## src/rtl/muldiv_unit.sv

```systemverilog
// Iterative RV32M multiply/divide unit: radix-2 shift-add multiply, restoring divide, fixed latency.
// Optional MULDIV_EARLY_OUT_EN: divide-by-zero, signed overflow and zero multiplies finish one edge after start.
module muldiv_unit #(
  parameter int XLEN  = 32,
  parameter int CNT_W = 6
) (
  input  logic            clk,
  input  logic            rst_n,
  input  logic            start,
  input  logic            flush,
  input  logic [2:0]      funct3,
  input  logic [XLEN-1:0] op_a,
  input  logic [XLEN-1:0] op_b,
  output logic            busy,
  output logic            done,
  output logic [XLEN-1:0] result
);

  typedef enum logic [1:0] {IDLE, CALC, FINISH} state_t;

  state_t              state;
  logic [2:0]          op_q;
  logic [XLEN-1:0]     opnd_q;   // multiplicand (mul) or divisor (div) magnitude
  logic [2*XLEN-1:0]   acc_q;    // {hi, lo} product or {remainder, quotient}
  logic [CNT_W-1:0]    cnt_q;
  logic                neg_q;    // sign of the selected output
  logic                early_q;

  logic                is_div, a_signed, b_signed, sa, sb, start_neg;
  logic [XLEN-1:0]     mag_a, mag_b;
  logic [XLEN:0]       add_sum, shifted, diff;
  logic [2*XLEN-1:0]   mul_next, div_next, prod_fix;
  logic [XLEN-1:0]     quo_fix, rem_fix, final_val;
  logic                special;
  logic [XLEN-1:0]     special_val;

  always_comb begin
    is_div    = funct3[2];
    a_signed  = funct3[2] ? !funct3[0] : (funct3[1:0] != 2'b11);
    b_signed  = funct3[2] ? !funct3[0] : !funct3[1];
    sa        = a_signed & op_a[XLEN-1];
    sb        = b_signed & op_b[XLEN-1];
    mag_a     = sa ? -op_a : op_a;
    mag_b     = sb ? -op_b : op_b;
    // A zero divisor yields an all-ones quotient, which must never be negated.
    if (is_div)
      start_neg = funct3[1] ? sa : ((sa ^ sb) && (op_b != '0));
    else
      start_neg = sa ^ sb;
  end

  always_comb begin
    add_sum  = {1'b0, acc_q[2*XLEN-1:XLEN]} + (acc_q[0] ? {1'b0, opnd_q} : '0);
    mul_next = {add_sum, acc_q[XLEN-1:1]};
    shifted  = {acc_q[2*XLEN-1:XLEN], acc_q[XLEN-1]};
    diff     = shifted - {1'b0, opnd_q};
    div_next = diff[XLEN] ? {shifted[XLEN-1:0], acc_q[XLEN-2:0], 1'b0}
                          : {diff[XLEN-1:0],    acc_q[XLEN-2:0], 1'b1};
  end

  always_comb begin
    prod_fix = neg_q ? -acc_q : acc_q;
    quo_fix  = neg_q ? -acc_q[XLEN-1:0] : acc_q[XLEN-1:0];
    rem_fix  = neg_q ? -acc_q[2*XLEN-1:XLEN] : acc_q[2*XLEN-1:XLEN];
    case (op_q)
      3'b000:                 final_val = prod_fix[XLEN-1:0];
      3'b001, 3'b010, 3'b011: final_val = prod_fix[2*XLEN-1:XLEN];
      3'b100, 3'b101:         final_val = quo_fix;
      default:                final_val = rem_fix;
    endcase
    if (early_q)
      final_val = acc_q[XLEN-1:0];
  end

`ifdef MULDIV_EARLY_OUT_EN
  logic div_zero, div_ovf, mul_zero;
  always_comb begin
    div_zero    = is_div && (op_b == '0);
    div_ovf     = is_div && !funct3[0] && (op_a == {1'b1, {(XLEN-1){1'b0}}}) && (op_b == '1);
    mul_zero    = !is_div && ((op_a == '0) || (op_b == '0));
    special     = div_zero || div_ovf || mul_zero;
    special_val = '0;
    if (div_zero)
      special_val = funct3[1] ? op_a : '1;
    else if (div_ovf)
      special_val = funct3[1] ? '0 : {1'b1, {(XLEN-1){1'b0}}};
  end
`else
  always_comb begin
    special     = 1'b0;
    special_val = '0;
  end
`endif

  always_ff @(posedge clk) begin
    if (!rst_n) begin
      state   <= IDLE;
      busy    <= 1'b0;
      done    <= 1'b0;
      result  <= '0;
      op_q    <= '0;
      opnd_q  <= '0;
      acc_q   <= '0;
      cnt_q   <= '0;
      neg_q   <= 1'b0;
      early_q <= 1'b0;
    end else begin
      done <= 1'b0;
      case (state)
        IDLE: begin
          if (start && !flush) begin
            op_q  <= funct3;
            cnt_q <= '0;
            if (special) begin
              acc_q   <= {{XLEN{1'b0}}, special_val};
              neg_q   <= 1'b0;
              early_q <= 1'b1;
              state   <= FINISH;
            end else begin
              opnd_q  <= is_div ? mag_b : mag_a;
              acc_q   <= {{XLEN{1'b0}}, (is_div ? mag_a : mag_b)};
              neg_q   <= start_neg;
              early_q <= 1'b0;
              busy    <= 1'b1;
              state   <= CALC;
            end
          end
        end
        CALC: begin
          if (flush) begin
            busy  <= 1'b0;
            state <= IDLE;
          end else begin
            acc_q <= op_q[2] ? div_next : mul_next;
            cnt_q <= cnt_q + CNT_W'(1);
            if (cnt_q == CNT_W'(XLEN-1))
              state <= FINISH;
          end
        end
        FINISH: begin
          busy  <= 1'b0;
          state <= IDLE;
          if (!flush) begin
            result <= final_val;
            done   <= 1'b1;
          end
        end
        default: begin
          busy  <= 1'b0;
          state <= IDLE;
        end
      endcase
    end
  end

endmodule

```

## config.mk

```make
export PLATFORM = sky130hd
export DESIGN_NAME = muldiv_unit
export DESIGN_NICKNAME = d
export VERILOG_FILES = /design/src/rtl/muldiv_unit.sv
export SDC_FILE = /design/constraint.sdc
export NUM_CORES = 1
export LEC_CHECK = 0
export BUFFER_PORTS_ARGS = -buffer_cell sky130_fd_sc_hd__buf_2
export CORE_MARGIN = 3
export CORE_UTILIZATION = 41
export CTS_BUF_LIST = sky130_fd_sc_hd__clkbuf_4 sky130_fd_sc_hd__clkbuf_8
export CTS_CLUSTER_DIAMETER = 100
export DETAILED_ROUTE_END_ITERATION = 12
export HOLD_SLACK_MARGIN = 0.1
export PLACE_DENSITY = 0.54
export SYNTH_ARGS = -nofsm -noshare
export SYNTH_HDL_FRONTEND = slang
export SYNTH_SLANG_ARGS = --single-unit
```

## constraint.sdc

```tcl
create_clock -name clk -period 4.4 [get_ports clk]
set_clock_uncertainty 0.2 [all_clocks]
set_input_delay 0.44 -clock clk [delete_from_list [all_inputs] [get_ports clk]]
set_output_delay 0.44 -clock clk [all_outputs]
set_load 0.01 [all_outputs]
```

# ---- Yosys cells after proc, flatten, opt, wreduce, memory -nomap -nowiden
# Cells that the tools add are included.
dict set report classes {
  n_addsub 8
  multipliers 0
  div 0
  magnitude_cmp 0
  n_eq_ne 13
  shifts 0
  muxes 29
  bitwise_logic 4
  reduce_logical 17
}
# operator count
set ops {}
lappend ops {{64-bit 2-to-1 mux} 5}
lappend ops {{32-bit 2-to-1 mux} 7}
lappend ops {{32-bit negator} 4}
lappend ops {{64-bit one-hot mux with 2 select lines} 1}
lappend ops {{32-bit one-hot mux with 3 select lines} 1}
lappend ops {{64-bit negator} 1}
lappend ops {{32-bit by 32-bit adder with 33-bit output} 1}
lappend ops {{33-bit by 32-bit subtractor with 33-bit output} 1}
lappend ops {{32-bit nonzero test} 1}
lappend ops {{6-bit 2-to-1 mux} 2}
lappend ops {{6-bit one-hot mux with 2 select lines} 1}
lappend ops {{2-bit AND reduction} 5}
lappend ops {{2-bit inequality test, second input constant} 4}
lappend ops {{1-bit 2-to-1 mux} 7}
lappend ops {{6-bit by 1-bit adder with 6-bit output, second input constant} 1}
lappend ops {{3-bit by 2-bit equality test with 1-bit output, second input constant} 2}
lappend ops {{3-bit equality test, second input constant} 2}
lappend ops {{6-bit by 5-bit equality test with 1-bit output, second input constant} 1}
lappend ops {{2-bit 2-to-1 mux} 3}
lappend ops {{2-bit one-hot mux with 2 select lines} 1}
lappend ops {{3-bit by 1-bit equality test with 1-bit output, second input constant} 1}
lappend ops {{1-bit logical NOT} 3}
lappend ops {{3-bit logical NOT} 1}
lappend ops {{3-bit inequality test, second input constant} 1}
lappend ops {{12 further kinds} 14}
dict set report word_totals {
  regBits 142
  latchBits 0
  mem_bits_rw 0
  mem_bits_ro 0
  inputBits 71
  out_inout_bits 34
  memories 0
}

# ---- Logic depth before layout (Yosys ltp)
# Gate-level depths: netlist (run 1).
dict set report logic_depth {
  word_depth 7
  ltp_mapped 15
  ltp_nobuf 13
}

# ---- Worst setup path before layout (run 1)
# OpenSTA, ideal clock, no wires.
dict set report synth_timing {
  kind {register -> register}
  startpoint {register acc_q[31]}
  endpoint {register acc_q[53]}
  setup_time_ps 128
  t_arrival_ps 3016
  required_ps 4072
  setup_slack_ps 1056
  path_stages_with_launch 14
  synth_period_minus_slack_ps 3344
  cell_sequence {dfxtp_1 inv_1 ha_1 fa_1 nand2b_1 a211o_1 a21oi_1 o211a_1 nor2_1 a311o_1 nor2_1 clkbuf_1 mux2i_1 o21ai_0}
}
dict set report synth_between {
  elab_chain_len 5
}
# item line_no
set synth_rtl {}
lappend synth_rtl {{start: declaration} 24} ;# logic [2*XLEN-1:0] acc_q;
lappend synth_rtl {{start signal: assignment} 115} ;# acc_q <= {{XLEN{1'b0}}, special_val};
lappend synth_rtl {{start signal: assignment} 121} ;# acc_q <= {{XLEN{1'b0}}, (is_div ? mag_a : mag_b)};
lappend synth_rtl {{start signal: assignment} 134} ;# acc_q <= op_q[2] ? div_next : mul_next;
lappend synth_rtl {{33-bit by 32-bit subtractor with 33-bit output} 56} ;# diff = shifted - {1'b0, opnd_q};
lappend synth_rtl {{64-bit 2-to-1 mux} 57} ;# div_next = diff[XLEN] ? {shifted[XLEN-1:0], acc_q[XLEN-2:0], 1'b0}
lappend synth_rtl {{64-bit 2-to-1 mux} 134}
lappend synth_rtl {{64-bit 2-to-1 mux} 130} ;# if (flush) begin
lappend synth_rtl {{64-bit one-hot mux with 2 select lines} 109} ;# case (state)
# No other way between the ends. The select of a mux whose other input is x is not followed.
# A chain may end at the register's enable or synchronous reset.

# ---- Final worst setup path (run 1)
dict set report layout_timing {
  startpoint {register acc_q[31]}
  endpoint {register acc_q[39]}
}
# The elaborated chain is that of the path after synthesis.

==> reports/qor.txt, run 1 <==
FMAX -> 256 MHz
Placement Rows -> 67
Slew @ Worst Pin -> 1.10 ns
Post-Syn Nets -> 2070
Post-CTS Setup Repair Bufs -> 0
Max FO, Critical Path -> 16
Pwr/cell area -> 250 mW/mm^2
Final Max Slew Viols -> 0
R2R Setup Slk -> 0.49 ns
Clk slew on worst S/H paths -> 0.09 ns
EDFF count, synth -> 0
Hold buffers post-CTS -> 5
Final GP Congestion -> 0.963
RSZ-0062 raised after global routing -> false
Layout cells sized above 1 -> 0.116
Critical Path End Type -> flop
MaxCap Viol Count -> 0
Relative slew slack -> 0.268
Final period utilization -> 0.889
Longest Clk Path Bufs -> 2
Core Region -> 0.0336 mm^2
Ys Warns -> 0
Yosys top cell area share -> 0.203
FF+latch area -> 0.00285 mm^2
Cell variety after synth -> 89
Final setup violation count -> 0
Total GRT Usage -> 0.291
CP required -> 4.58 ns
Die H -> 191 um
Fin. Hold Viols -> 0
Critical path type -> flop to flop
Routed wire length -> 53800 um
Register area share after synthesis -> 0.203
Hold depth -> 3
Vias in the first global route -> 13.9k
DIE AREA -> 0.0364 mm^2
CTS Buf Count -> 17
Avg WL per Cell -> 22.0 um
Sink Count -> 142
Routed vias/inst -> 6.04
Leak pwr -> 6.75 nW
HPWL after DPL -> 42100 um
Hold Crit Class -> primary input to flop
TritonCTS clock tree -> built
DRT antenna net count -> 0
Ports -> 105
Clock Latency Late Sink -> 0.50 ns
Layout overhead on the synthesized area -> 10.8%
Synth Register Bits -> 142
First-pass GRT wire length -> 81700 um
Mapped cell area -> 0.0140 mm^2
FFs w/ async S/R, synth -> 0
# diodes -> 0
Final Critical Period -> 3.91 ns
Initial DRT Pass Iterations -> 6
Startpoint types -> flop
Arr. time, crit path -> 4.09 ns
Starting Density -> 0.416
R2R cell count -> 13
Synth area leader -> dfxtp_1
CTS root buf -> clkbuf_8
Via Count -> 14.8k
Count leader, synth -> a21oi_1
Die X -> 191 um
Mapped Cells -> 1928
Status -> finished clean
Final net count -> 2126
Max rail drop VDD -> 0.200 mV
Multi-input logic area -> 0.0104 mm^2
Synth area leaders -> dfxtp_1 (20%), a21oi_1 (6.9%), ha_1 (6.2%)
Most used DFF post-synth -> dfxtp_1
Setup TNS -> 0 ns
Largest net degree at the start of global routing -> 77
Post_cts resized -> 0
CTS H-tree lvls -> 4
DRC Markers -> 0
Grt total ovfl -> 0
Port-buffer cells -> 104
Drt initial violations -> 1273
Top cells by count, synth -> a21oi_1 (192), nand2_1 (191), nor2_1 (172), o21ai_0 (165), dfxtp_1 (142)
Fillers -> 3526
Worst hold slack -> 0.147 ns
Syn Area/Cell -> 7.26 um^2
Antenna violations before repair -> 1
==> kinds of logic (layout without fill, tap and decap cells) <==
kind of cell / Yosys count / count (layout) / share of synthesized area
flip-flops: 142 / 142 / 0.203
XOR/XNOR: 174 / 174 / 0.109
AO/OA/AOI/OAI: 665 / 665 / 0.300
adder cells (fa/ha/maj): 71 / 71 / 0.0646
buffers and inverters: 190 / 259 / 0.0542
multiplexers: 88 / 88 / 0.0635
AND/OR/NAND/NOR: 598 / 598 / 0.206
==> state kept, by name, summed over array words and instances, names as in the netlist <==
name	count
acc_q	64
result	32
busy	1
opnd_q	32
op_q	3
state	2
done	1
cnt_q	6
neg_q	1
==> layer usage <==
metal	track usage	vias up	share of wire
li1	-	7146	-
met1	0.406	6938	0.46
met2	0.439	570	0.42
met3	0.0504	112	0.069
met4	0.126	2	0.045
met5	0	-	0.00024
==> cells in the final DEF, fill, tap and decap left out, types with 17 or more instances in the layout <==
| cell type | n |
|---|---|
| dfxtp_1 | 140 |
| a21oi_1 | 192 |
| nand2_1 | 191 |
| nor2_1 | 169 |
| a21boi_0 | 19 |
| o22ai_1 | 20 |
| buf_4 | 55 |
| o31ai_1 | 31 |
| nor3_1 | 23 |
| nand2b_1 | 23 |
| clkbuf_8 | 19 |
| mux2i_1 | 82 |
| nand4_1 | 24 |
| a22oi_1 | 24 |
| inv_1 | 61 |
| and3_1 | 18 |
| o21ai_0 | 165 |
| xor2_1 | 80 |
| a31oi_1 | 17 |
| a21o_1 | 27 |
| xnor2_1 | 94 |
| o211ai_1 | 26 |
| nand3_1 | 47 |
| ha_1 | 69 |
| buf_2 | 103 |
==> power breakdown <==
part	switching [mW]	leakage (nW)	internal (mW)
logic	0.758	5.37	0.440
registers	0.0757	1.16	1.33
clock network	0.609	0.226	0.661
==> stage by stage <==
step           cells  power [mW]  utilization  area, um^2  setup WS (ns)
2_1_floorplan   1928        2.21            -       14000           1.06
3_3_place_gp    2408        2.60        0.446       15000          0.609
3_5_place_dp    2408        2.60        0.446       15000          0.539
4_1_cts         2445        3.88        0.461       15500          0.516
5_1_grt         2445        4.05        0.461       15500          0.263
6_report        2445        3.88        0.461       15500          0.488
==> path summary, 6_finish.rpt <==
kind              start    endpoint
max           acc_q[31]   acc_q[39]
min            op_b[31]  opnd_q[31]
max reg2reg   acc_q[31]   acc_q[39]
min reg2reg  result[11]  result[11]
==> area by class of cell <==
class	count	share of cell area
inverters	63	0.0153
flip-flops and latches	142	0.184
multi-input cells	1596	0.671
clock buffers	19	0.0169
clock inverters	13	0.0128
repair buffers	164	0.0644
well taps	448	0.0362
==> worst max-delay path, stage by stage, from the launching register on <==
cell,delay (ns)
dfxtp_1,0.41
inv_1,0.09
ha_1,0.22
fa_1,0.42
nand2b_1,0.18
a211o_1,0.33
a21oi_1,0.20
o211a_1,0.22
nor2_1,0.10
a311o_1,0.36
nor2_4,0.36
buf_4,0.36
mux2i_1,0.22
o21ai_0,0.09
(Power assumes the default switching activity.)
==> run 2, diff against run 1 <==
Settings changed: ABC_AREA from default to 1.
==> run 2 against run 1 <==
  * Die area is 20% higher
  * Register-to-register slack better by 0.63 ns
  * Critical path depth is 4 higher
  * Total power is 25% higher
  * First-iteration DRC count is 78% higher
  * Largest cell class unchanged
  * Design area is 19% higher
  * Via count is 40% higher
  * Combinational power is 78% higher
==> reports/qor.txt, run 2 <==
Status -> finished clean
Final Critical Period -> 3.29 ns (-0.626 ns)
CTS root buf -> clkbuf_8
Total GRT Usage -> 0.339 (+0.0484)
Worst path slowest cell -> dfxtp_1
Hold Crit Class -> primary input to flop
R2R cell count -> 17 (+4)
HPWL after DPL -> 62000 um (+47%)
Final Worst Setup Slack -> 1.11 ns (+0.626 ns)
RSZ-0062 raised after global routing -> false
Register area share after synthesis -> 0.168 (-0.0351)
Startpoint types -> flop
DRT antenna net count -> 0 (unchanged)
First-pass GRT wire length -> 114000 um (+39%)
Sink Count -> 142 (unchanged)
Critical Path End Type -> flop
Commonest non-fill, non-tap cells in the layout -> nand2_1 (891), inv_1 (436), nor2_1 (318)
Initial DRT Pass Iterations -> 6 (unchanged)
Synth area leader -> nand2_1
Syn Area/Cell -> 5.47 um^2 (-25%)
Worst-path cell chain -> inv_1, fa_1, inv_1, nand2_1, nand2_1, nand3_1, nand2_1, nand2_1, nand2_2, nand2_4, nand2_8, nand2_2, nand2_2, nand2_1, nand3_1, nand3_1, a21oi_1
Cell mode on critical path -> nand2_1
Port-buffer cells -> 104 (unchanged)
Final setup violation count -> 0 (unchanged)
Final Max Slew Viols -> 0 (unchanged)
Avg WL per Cell -> 20.6 um (-6.4%)
Most used DFF post-synth -> dfxtp_1
Largest stage delay on the critical path -> 0.62 ns (+0.20 ns)
Synth Register Bits -> 142 (unchanged)
Worst hold slack -> 0.163 ns (+0.0160 ns)
MaxCap Viol Count -> 0 (unchanged)
Die H -> 209 um (+9.6%)
Drt initial violations -> 2265 (+78%)
Core Region -> 0.0403 mm^2 (+20%)
Largest regs -> acc_q: 64 flops, opnd_q: 32 flops, result: 32 flops
TritonCTS clock tree -> built
FMAX -> 304 MHz (+19%)
CTS Buf Count -> 17 (unchanged)
Max rail drop VDD -> 0.228 mV (+14%)
Fillers -> 4522 (+28%)
Count leader, synth -> nand2_1
Final GP Congestion -> 1.03 (+7.4%)
Mapped Cells -> 3093 (+60%)
Hold buffers post-CTS -> 11 (+6)
Longest Clk Path Bufs -> 2 (unchanged)
Cell variety after synth -> 60 (-33%)
Vias in the first global route -> 18.7k (+34%)
Largest net degree at the start of global routing -> 70 (-9.1%)
Final net count -> 3301 (+55%)
Ports -> 105 (unchanged)
CTS H-tree lvls -> 4 (unchanged)
Mapped cell area -> 0.0169 mm^2 (+21%)
Leak pwr -> 9.37 nW (+39%)
Critical path type -> flop to flop
Synth area leaders -> nand2_1 (20%), dfxtp_1 (17%), inv_1 (9.7%)
Starting Density -> 0.420 (+0.00372)
Grt total ovfl -> 0 (unchanged)
Layout cells sized above 1 -> 0.0839 (-0.0318)
Clock Latency Late Sink -> 0.55 ns (+0.05 ns)
Ys Warns -> 0 (unchanged)
DRC Markers -> 0 (unchanged)
Arr. time, crit path -> 3.55 ns (-0.54 ns)
Placement Rows -> 73 (+9.0%)
Antenna violations before repair -> 1 (unchanged)
Final period utilization -> 0.747 (-0.142)
Most common cell after layout, fill and taps aside -> nand2_1
Pre-CTS WS -> 1.16 ns (+0.619 ns)
Max FFs per register -> 64 (unchanged)
Largest Register -> acc_q
FFs w/ async S/R, synth -> 0 (unchanged)
Hold depth -> 6 (+3)
Post-CTS Setup Repair Bufs -> 0 (unchanged)
Routed wire length -> 76200 um (+42%)
Routed vias/inst -> 5.60 (-7.3%)
Pwr/cell area -> 263 mW/mm^2 (+5.1%)
CP required -> 4.67 ns (+0.09 ns)
Yosys top cell area share -> 0.198 (-0.00545)
DIE AREA -> 0.0437 mm^2 (+20%)
Via Count -> 20.7k (+40%)
Clk slew on worst S/H paths -> 0.09 ns (about the same)
Relative slew slack -> 0.428 (+0.160)
Post-Syn Nets -> 3235 (+56%)
EDFF count, synth -> 0 (unchanged)
Die X -> 209 um (+9.6%)
Post_cts resized -> 0 (unchanged)
Layout overhead on the synthesized area -> 9.08%
Max FO, Critical Path -> 21 (+5)
# diodes -> 0 (unchanged)
Fin. Hold Viols -> 0 (unchanged)
Top cells by count, synth -> nand2_1 (891), inv_1 (437), nor2_1 (319), nand3_1 (271), a21oi_1 (256)
Slew @ Worst Pin -> 0.849 ns (-0.248 ns)
Setup TNS -> 0 ns (unchanged)
-- run 2: path summary, 6_finish.rpt --
check,to,slack (ns),from
setup / recovery,acc_q[37],1.11,acc_q[32]
hold / removal,acc_q[14],0.16,op_a[14]
setup reg to reg,acc_q[37],1.11,acc_q[32]
hold reg to reg,result[4],0.27,result[4]
-- run 2: worst max-delay path: cells and delay by family (launching register included) --
kind	cells	cell delay [ns]
buffers and inverters	2	0.34
AOI/OAI and AO/OA	1	0.14
DFF	1	0.62
and+or+nand+nor	13	1.46
adders and majority gates	1	0.43
-- run 2: stage by stage --
step / std cells / util / power (mW) / cell area, um^2
after floorplan: 3093 / - / 2.89 / 16900
after global placement: 3654 / 0.444 / 3.56 / 17900
after detailed placement: 3654 / 0.444 / 3.56 / 17900
after CTS: 3697 / 0.458 / 4.82 / 18400
after global routing: 3697 / 0.458 / 5.13 / 18400
final: 3697 / 0.458 / 4.85 / 18400
-- run 2: logic make-up after synthesis --
logic type / count (synthesis) / share of synthesized area
adders and majority gates: 71 / 0.0534
xor gates and xnor gates: 62 / 0.0321
and+or+nand+nor: 1649 / 0.420
AOI/OAI and AO/OA: 609 / 0.196
buffers and inverters: 560 / 0.130
DFF: 142 / 0.168
-- run 2: area by class of cell --
type                    instances  area, um^2  share of cell area
multi-input cells            2391       11900               0.643
repair buffers                156         938              0.0509
clock buffers                  19         255              0.0138
clock inverters                13         186              0.0101
flip-flops and latches        142        2850               0.154
inverters                     451        1700              0.0919
well taps                     525         657              0.0356
-- run 2: power breakdown --
part	total (mW)	internal, mW	switching [mW]
registers	1.47	1.36	0.112
clock network	1.25	0.640	0.608
logic	2.13	0.603	1.53
total	4.85	2.60	2.25
-- run 2: routing by layer --
layer / track usage / vias to the layer above / part of all wire
li1: - / 10137 / -
met1: 0.478 / 9486 / 0.45
met2: 0.509 / 940 / 0.42
met3: 0.0453 / 140 / 0.078
met4: 0.163 / 0 / 0.050
met5: 0 / - / 0
==> run 3, diff against run 2 <==
Settings changed: ABC_AREA 1 to 0, PLACE_DENSITY 0.54 to 0.56.
Clock period 4.4 ns to 2.7 ns, I/O delays scaled along.
==> run 3 against run 2 <==
  * The flow now finishes with violations (negative setup slack)
  * Sequential power increased by 52%
  * Critical endpoint is now acc_q[62]
  * Maximum frequency increased by 2.1%
  * Worst hold slack got worse by 0.029 ns
  * Utilization grew 15 points
  * Die area fell by 17%
  * Clock power rose by 58%
  * Wire length decreased by 22%
  * Combinational power up 40%
  * Critical path depth down 3
  * First-iteration DRC count is 39% lower
==> reports/qor.txt, run 3 (synthesized netlist as in run 1, its figures left out) <==
CTS root buf -> clkbuf_8
Logic gate share of total power -> 0.415 (-0.024)
Ports -> 105 (unchanged)
Status -> finished with violations
Total GRT Usage -> 0.322 (-0.0176)
HPWL after DPL -> 47000 um (-24%)
Final setup violation count -> 65 (+65)
Most common cell after layout, fill and taps aside -> buf_4
Internal power -> 4.52 mW (+74%)
Drt initial violations -> 1376 (-39%)
Routed vias/inst -> 5.75 (+2.8%)
DRT antenna net count -> 0 (unchanged)
CTS H-tree lvls -> 4 (unchanged)
First-pass GRT wire length -> 91200 um (-20%)
Fin. Hold Viols -> 0 (unchanged)
Die H -> 191 um (-8.8%)
Layout overhead on the synthesized area -> 47.0%
Max rail drop VDD -> 0.350 mV (+54%)
Hold-critical path endpoint -> neg_q
Sw frac -> 0.372 (-0.0916)
Avg WL per Cell -> 20.4 um (-1.0%)
Arr. time, crit path -> 3.43 ns (-0.12 ns)
Placed insts -> 2833 (-22%)
Initial DRT Pass Iterations -> 6 (unchanged)
Longest Clk Path Bufs -> 2 (unchanged)
Core Region -> 0.0336 mm^2 (-17%)
Non-Filler Instances -> 2931 (-21%)
Leak pwr -> 9.39 nW (+0.29%)
Failing checks -> negative setup slack
Sink Count -> 142 (unchanged)
Final period utilization -> 1.19 (+0.445)
Pwr/cell area -> 350 mW/mm^2 (+33%)
CP required -> 2.91 ns (-1.76 ns)
Hold Crit Class -> primary input to flop
Die X -> 191 um (-8.8%)
MaxCap Viol Count -> 0 (unchanged)
TritonCTS clock tree -> built
Grt total ovfl -> 0 (unchanged)
Clock Latency Late Sink -> 0.50 ns (-0.05 ns)
Max FO, Critical Path -> 3 (-86%)
Clk pwr share -> 0.273 (+0.016)
Largest regs -> acc_q: 64 flops, opnd_q: 32 flops, result: 32 flops
Vias in the first global route -> 16.2k (-14%)
Critical Path End Type -> flop
Clk slew on worst S/H paths -> 0.10 ns (about the same)
Final net count -> 2612 (-21%)
Final Worst Setup Slack -> -0.518 ns (-1.63 ns)
Critical path type -> flop to flop
R2R cell count -> 14 (-3)
Routed wire length -> 59800 um (-22%)
Antenna violations before repair -> 0 (-1)
Commonest non-fill, non-tap cells in the layout -> buf_4 (481), nand2_1 (183), nor2_1 (161)
Register share of total power -> 0.311 (+0.008)
Max FFs per register -> 64 (unchanged)
Critical path launch point -> acc_q[31]
Final GP Congestion -> 0.959 (-7.2%)
Port-buffer cells -> 104 (unchanged)
Final Critical Period -> 3.22 ns (-0.0673 ns)
Largest Register -> acc_q
Core Util, Final -> 0.612 (+0.154)
Starting Density -> 0.416 (-0.00372)
Via Count -> 16.9k (-19%)
Relative slew slack -> 0.553 (+0.125)
# diodes -> 0 (unchanged)
Final Max Slew Viols -> 0 (unchanged)
RR Endpoint -> acc_q[62]
R2R Setup Slk -> -0.52 ns (-1.63 ns)
Layout cells sized above 1 -> 0.356 (+0.272)
Slew @ Worst Pin -> 0.670 ns (-0.178 ns)
Placement Rows -> 67 (-8.2%)
Largest net degree at the start of global routing -> 84 (+20%)
DRC Markers -> 0 (unchanged)
Hold Crit Start -> op_b[30]
NetSw -> 2.68 mW (+19%)
Hold depth -> 5 (-1)
CTS Buf Count -> 17 (unchanged)
DIE AREA -> 0.0364 mm^2 (-17%)
RSZ-0062 raised after global routing -> true
Startpoint types -> flop
FMAX -> 311 MHz (+2.1%)
Reg2reg start -> acc_q[31]
==> run 3: metrics by stage <==
| step | setup TNS, ns | hold WS, ns | area [um^2] | setup WS [ns] | total power [mW] |
|---|---|---|---|---|---|
| after floorplan | -7.94 | 0.153 | 14200 | -0.227 | 3.66 |
| after global placement | -29.67 | 0.237 | 18400 | -0.713 | 4.84 |
| after detailed placement | -31.32 | 0.246 | 18400 | -0.763 | 4.85 |
| after CTS | -18.71 | 0.111 | 19900 | -0.507 | 7.06 |
| after global routing | -27.88 | 0.171 | 20600 | -0.593 | 7.50 |
| final | -21.15 | 0.134 | 20600 | -0.518 | 7.20 |
==> run 3: final cells by class <==
type / count / area, um^2
Multi-Input combinational cell: 1597 / 11600
Timing Repair Buffer: 648 / 4890
Clock buffer: 20 / 269
Timing Repair inverter: 1 / 7.51
Inverter: 63 / 246
Tap cell: 448 / 561
Fill cell: 3129 / 13100
Sequential cell: 142 / 2860
Clock inverter: 12 / 156
==> run 3: layer usage <==
layer  part of all wire  global-route usage  wire (um)  up-vias
li1                   -                   -          -     8127
met1               0.45               0.440      26700     7984
met2               0.44               0.508      26400      648
met3              0.068              0.0434       4090      107
met4              0.044               0.135       2650        0
met5                  0                   0          0        -
==> run 3: what timing repair did <==
action                                 in CTS  in global routing
pin swaps                                  70                 85
hold buffers                               26                  0
setup endpoints to repair                  65                 77
gates resized for setup                   150                109
cloned                                      2                  1
buffers inserted                           28                 15
endpoints found under the hold margin      26                  0
==> run 3: critical path, stage by stage, from the launching register on <==
cell      delay, ns
dfxtp_4        0.36
inv_4          0.04
ha_4           0.15
fa_2           0.34
nand2b_4       0.15
a211o_1        0.30
buf_6          0.13
a211oi_2       0.20
buf_4          0.20
o21ai_4        0.08
a21oi_4        0.20
a311oi_2       0.13
xnor2_1        0.29
o21ai_1        0.13
a211oi_1       0.23
==> run 3: worst max-delay path by stage <==
| stage | to | slack [ns] | depth (start not counted) |
|---|---|---|---|
| 2_1_floorplan | acc_q[47] | -0.23 | 13 |
| 4_1_cts | acc_q[62] | -0.51 | 14 |
| 3_3_place_gp | acc_q[53] | -0.71 | 13 |
| 6_report | acc_q[62] | -0.52 | 14 |
| 3_5_place_dp | acc_q[39] | -0.76 | 13 |
| 5_1_grt | acc_q[62] | -0.59 | 14 |
==> run 3: power by group through the flow <==
stage	Combinational (mW)	Sequential [mW]	Clock, mW
global route	3.19	2.25	2.05
finish	2.99	2.24	1.97
detailed placement	2.57	2.29	0
global placement	2.56	2.28	0
CTS	2.83	2.24	1.99
floorplan	1.38	2.28	0
